==> config.mk <==
export PLATFORM = sky130hd
export DESIGN_NAME = pipe_stage
export DESIGN_NICKNAME = d
export VERILOG_FILES = /design/src/rtl/pipe_stage.sv
export SDC_FILE = /design/constraint.sdc
export NUM_CORES = 1
export LEC_CHECK = 0
export CAP_MARGIN = 20
export CORE_MARGIN = 1
export CORE_UTILIZATION = 45
export CTS_CLUSTER_DIAMETER = 50
export DETAILED_ROUTE_END_ITERATION = 8
export PLACE_DENSITY_LB_ADDON = 0.2
export REMOVE_ABC_BUFFERS = 1
export SETUP_SLACK_MARGIN = 0.02
export SKIP_LAST_GASP = 1
export SLEW_MARGIN = 40
export SYNTH_ARGS = -nofsm -noshare
export SYNTH_HDL_FRONTEND = slang
export SYNTH_SLANG_ARGS = --single-unit
==> constraint.sdc <==
create_clock -name clk -period 4.46 [get_ports clk]
set_clock_uncertainty 0.05 [all_clocks]
set_input_delay 1.115 -clock clk [delete_from_list [all_inputs] [get_ports clk]]
set_output_delay 1.115 -clock clk [all_outputs]
set_load 0.1 [all_outputs]
==> src/rtl/pipe_stage.sv <==
// Generic valid/ready pipeline stage register with flush, bubble payload and an
// optional 2-entry skid buffer that keeps in_ready fully registered.
module pipe_stage #(
  parameter int                DATA_W = 136,
  parameter logic [DATA_W-1:0] BUBBLE = '0,
  parameter bit                SKID   = 1'b1
) (
  input  logic              clk,
  input  logic              rst,
  input  logic              flush,
  input  logic              in_valid,
  output logic              in_ready,
  input  logic [DATA_W-1:0] in_data,
  output logic              out_valid,
  input  logic              out_ready,
  output logic [DATA_W-1:0] out_data,
  output logic              out_fresh,
  output logic [1:0]        occupancy
);

  typedef enum logic [1:0] {
    EMPTY = 2'd0,
    ONE   = 2'd1,
    TWO   = 2'd2
  } state_t;

  state_t            state_reg, state_next;
  logic [DATA_W-1:0] main_reg, main_next;
  logic [DATA_W-1:0] skid_reg, skid_next;
  logic              fresh_reg, fresh_next;
  logic              accept, drain;

  generate
    if (SKID) begin : g_skid
      // Registered ready: only depends on whether the skid slot is taken.
      assign in_ready = (state_reg != TWO);
    end else begin : g_single
      assign in_ready = (state_reg == EMPTY) | out_ready;
    end
  endgenerate

  assign out_valid = (state_reg != EMPTY);
  assign out_data  = main_reg;
  assign out_fresh = fresh_reg;
  assign occupancy = state_reg;
  assign accept    = in_valid & in_ready;
  assign drain     = out_valid & out_ready;

  always_comb begin
    state_next = state_reg;
    main_next  = main_reg;
    skid_next  = skid_reg;
    fresh_next = 1'b0;
    case (state_reg)
      EMPTY: begin
        if (accept) begin
          state_next = ONE;
          main_next  = in_data;
          fresh_next = 1'b1;
        end
      end
      ONE: begin
        if (accept && drain) begin
          main_next  = in_data;
          fresh_next = 1'b1;
        end else if (accept) begin
          // Only reachable with the skid buffer; without it accept implies drain.
          if (SKID) begin
            state_next = TWO;
            skid_next  = in_data;
          end
        end else if (drain) begin
          state_next = EMPTY;
          main_next  = BUBBLE;
        end
      end
      TWO: begin
        if (drain) begin
          state_next = ONE;
          main_next  = skid_reg;
          skid_next  = BUBBLE;
          fresh_next = 1'b1;
        end
      end
      default: begin
        state_next = EMPTY;
        main_next  = BUBBLE;
        skid_next  = BUBBLE;
      end
    endcase
  end

  always_ff @(posedge clk) begin
    if (!rst || flush) begin
      state_reg <= EMPTY;
      main_reg  <= BUBBLE;
      skid_reg  <= BUBBLE;
      fresh_reg <= 1'b0;
    end else begin
      state_reg <= state_next;
      main_reg  <= main_next;
      skid_reg  <= skid_next;
      fresh_reg <= fresh_next;
    end
  end

endmodule

==> impl_results.md <==
* Reg clk slew, reported paths at 0.06 ns
* Internal power at 0.00421 W
* FF-to-FF End: out_data[52]
* Comb power frac at 13.7%
* Vias in the first global route at 10700
* Hold EP: out_data[25]
* Largest net degree at the start of global routing at 94
* Main synth FF type: dfxtp_1
* Crit path buffers/inverters at 1
* # diodes at 0
* Top-area cell type share of the netlist area at 46.7%
* Synth Area in Simple Gates at 28.2%
* Max-cap viol count at 0
* CTS tree: yes
* Drt wl/cell at 18.7 um
* Synth Cell Area at 11800 um2
* RSZ-0062 raised after global routing: no
* Sequential share of power at 43.5%
* Via count at 11500
* Initial Util at 46.3%
* Worst Setup End Kind: output pin
* Actual slew at the worst max-slew pin at 0.846 ns
* Critical Path AT at 1.99 ns
* Dpl hpwl at 20.5 mm
* FF-to-FF Start: occupancy[1]
* Cell chain of the critical path: or2_2 > buf_4
* DRC at 0
* Setup tns final at 0 ns
* Setup Viol. Count Final at 0
* DRT Pass-1 Iters at 5
* Worst hold-check path type: register to register
* LEAKAGE at 5.01 nW
* Yosys reg bits at 275
* Iter 0 DRT Violations at 1274
* Port Buffers at 281
* Critical path startpoint category: register
* First-pass GRT wire length at 57.2 mm
* Chip Height at 164 um
* Most frequent cells after synthesis: 409 x nand2_1, 275 x dfxtp_1, 138 x nand3b_1, 137 x nor3_1
* PostCTS Resize Cnt at 0
* Area delta synth->final at 26.7%
* Largest area contributor in the synthesized netlist: dfxtp_1
* Skew-Pair Late Insertion Delay at 0.55 ns
* Post CTS Setup Buffer Count at 0
* GPL Wtd Cong at 0.753
* Crit path kind: register to output pin
* GRT Residual Overflow at 0
* Hold_sp: out_data[25]
* Crit path max fanout at 81
* Slowest CP cell: dfxtp_4
* Fin nets at 1723
* Switching Fraction at 28.2%
* Via/cell ratio at 5.97
* Hold buffers post-CTS at 0
* Gr usage total at 26.0%
* Compound-Gate Fraction of Synth Area at 19.1%
* Core area at 25500 um2
* Post-synthesis mux area share at 0.180%
* Netlist cell types at 26
* F_max at 0.317 GHz
* Largest family of logic cells by synthesized area: simple AND/OR/NAND/NOR gates
* Mapped Avg Cell Area at 8.41 um2
* Hold path depth at 1
* Clock buffer depth at 3
* CTS Buf Count at 31
* Fin. Hold Viols at 0
* CTS H-tree depth at 1
* Pwr per Cell Area at 392 nW/um2
* Row cnt at 58
* Status: completed
* Filler cells at 2289
* Total power at 0.00586 W
* Sw Pwr at 0.00165 W
* Post-Syn Instances at 1401
* Worst Reg2Reg Path Length in Cells at 4
* Worst EP required at 3.29 ns
* Largest delay share family, worst path: flip-flops
* Antenna viol nets, final at 0
* Max-slew violations at 0
* Share of cells above drive strength 1 at 13.8%
* Reg2Reg Setup Slack at 2.12 ns
* Period minus WS final at 3.15 ns
* Finished layout cell area at 14900 um2
* Post-synth EDFFs at 0
* Ys Warns at 0
* Die X at 164 um
* Root buf cell: clkbuf_16
* Clock sinks at 275
* Most frequent cell after synthesis: nand2_1
* Initial antenna violation count at 0
* Final Util at 58.6%
* Clock group share of total power at 42.7%
* DIE AREA at 26800 um2
* Area contributors post-synth: dfxtp_1 47%, nand2_1 13%, a221o_1 12%, nand3b_1 8.8%, a31oi_1 7.2%
* # IOs at 282
* Fraction of registers with async set/reset at 0%
* XOR/XNOR share of the synthesized area at 0%
* Worst rel slew slack at 43.6%
* CP max stage delay at 0.86 ns
* Worst vdd ir at 0.271 mV
* Synth Area in Adders at 0%
* Sequential cell area fraction in the yosys report at 46.7%
* Drt total wl at 36.1 mm
* DP Area at 13900 um2
* Tcrit/Tclk final at 70.7%
## worst max-delay path by stage
stage                    end  cells after the start    startpoint
2_1_floorplan    out_data[0]                      3         flush
6_report           out_valid                      2  occupancy[1]
5_1_grt            out_valid                      2  occupancy[1]
3_5_place_dp    out_data[52]                      5      in_valid
4_1_cts            out_valid                      2  occupancy[1]
3_3_place_gp   out_data[105]                      5           rst
## per-stage QoR
| stage | worst slack [ns] | std cells | hold WS [ns] |
|---|---|---|---|
| after global routing | 1.25 | 1934 | 0.439 |
| after CTS | 1.29 | 1934 | 0.432 |
| final | 1.31 | 1934 | 0.429 |
| after floorplan | -11.63 | 1248 | 0.421 |
| after global placement | 0.862 | 1879 | 0.419 |
| after detailed placement | 1.06 | 1879 | 0.412 |
## cell usage in the layout, fill, tap and decap left out, types with 3 or more instances in the layout
cell,netlist,routed
buf_6,2,4
clkbuf_8,0,9
clkbuf_1,107,5
nand2_1,409,409
a221o_1,136,136
buf_12,0,5
buf_4,3,15
dfxtp_1,275,274
clkdlybuf4s50_1,0,139
nand2b_4,0,3
nand3b_1,138,138
clkinv_2,0,4
a31oi_1,136,136
clkbuf_16,0,31
nor3_1,137,136
buf_2,29,138
## routing by layer
layer | global-route usage (%) | wire length [um]
met1 | 36.9 | 16100
met2 | 40.4 | 16100
met3 | 3.86 | 2930
met4 | 8.16 | 929
met5 | 0 | 0
## final cells by class
type | count | area, um2 | area share [%]
Clock buffer | 45 | 918 | 6.15
Clock inverter | 10 | 91.3 | 0.612
Multi-Input combinational cell | 973 | 5660 | 37.9
Sequential cell | 275 | 5510 | 36.9
Tap cell | 330 | 413 | 2.77
Timing Repair Buffer | 301 | 2340 | 15.7
## power by group through the flow
stage | clock [W] | sequential (W) | combinational, W
floorplan | 0 | 0.00291 | 0.000201
global placement | 0 | 0.00260 | 0.000841
detailed placement | 0 | 0.00260 | 0.000803
CTS | 0.00254 | 0.00255 | 0.000805
global route | 0.00265 | 0.00255 | 0.000839
finish | 0.00250 | 0.00255 | 0.000805
## cells by family (layout without fill, tap and decap cells)
group                  after synthesis  in the layout
buffers and inverters              153            356
AO/OA/AOI/OAI                      277            277
flip-flops                         275            275
AND/OR/NAND/NOR                    694            694
multiplexers                         2              2
Power figures use the tool's default switching activity.
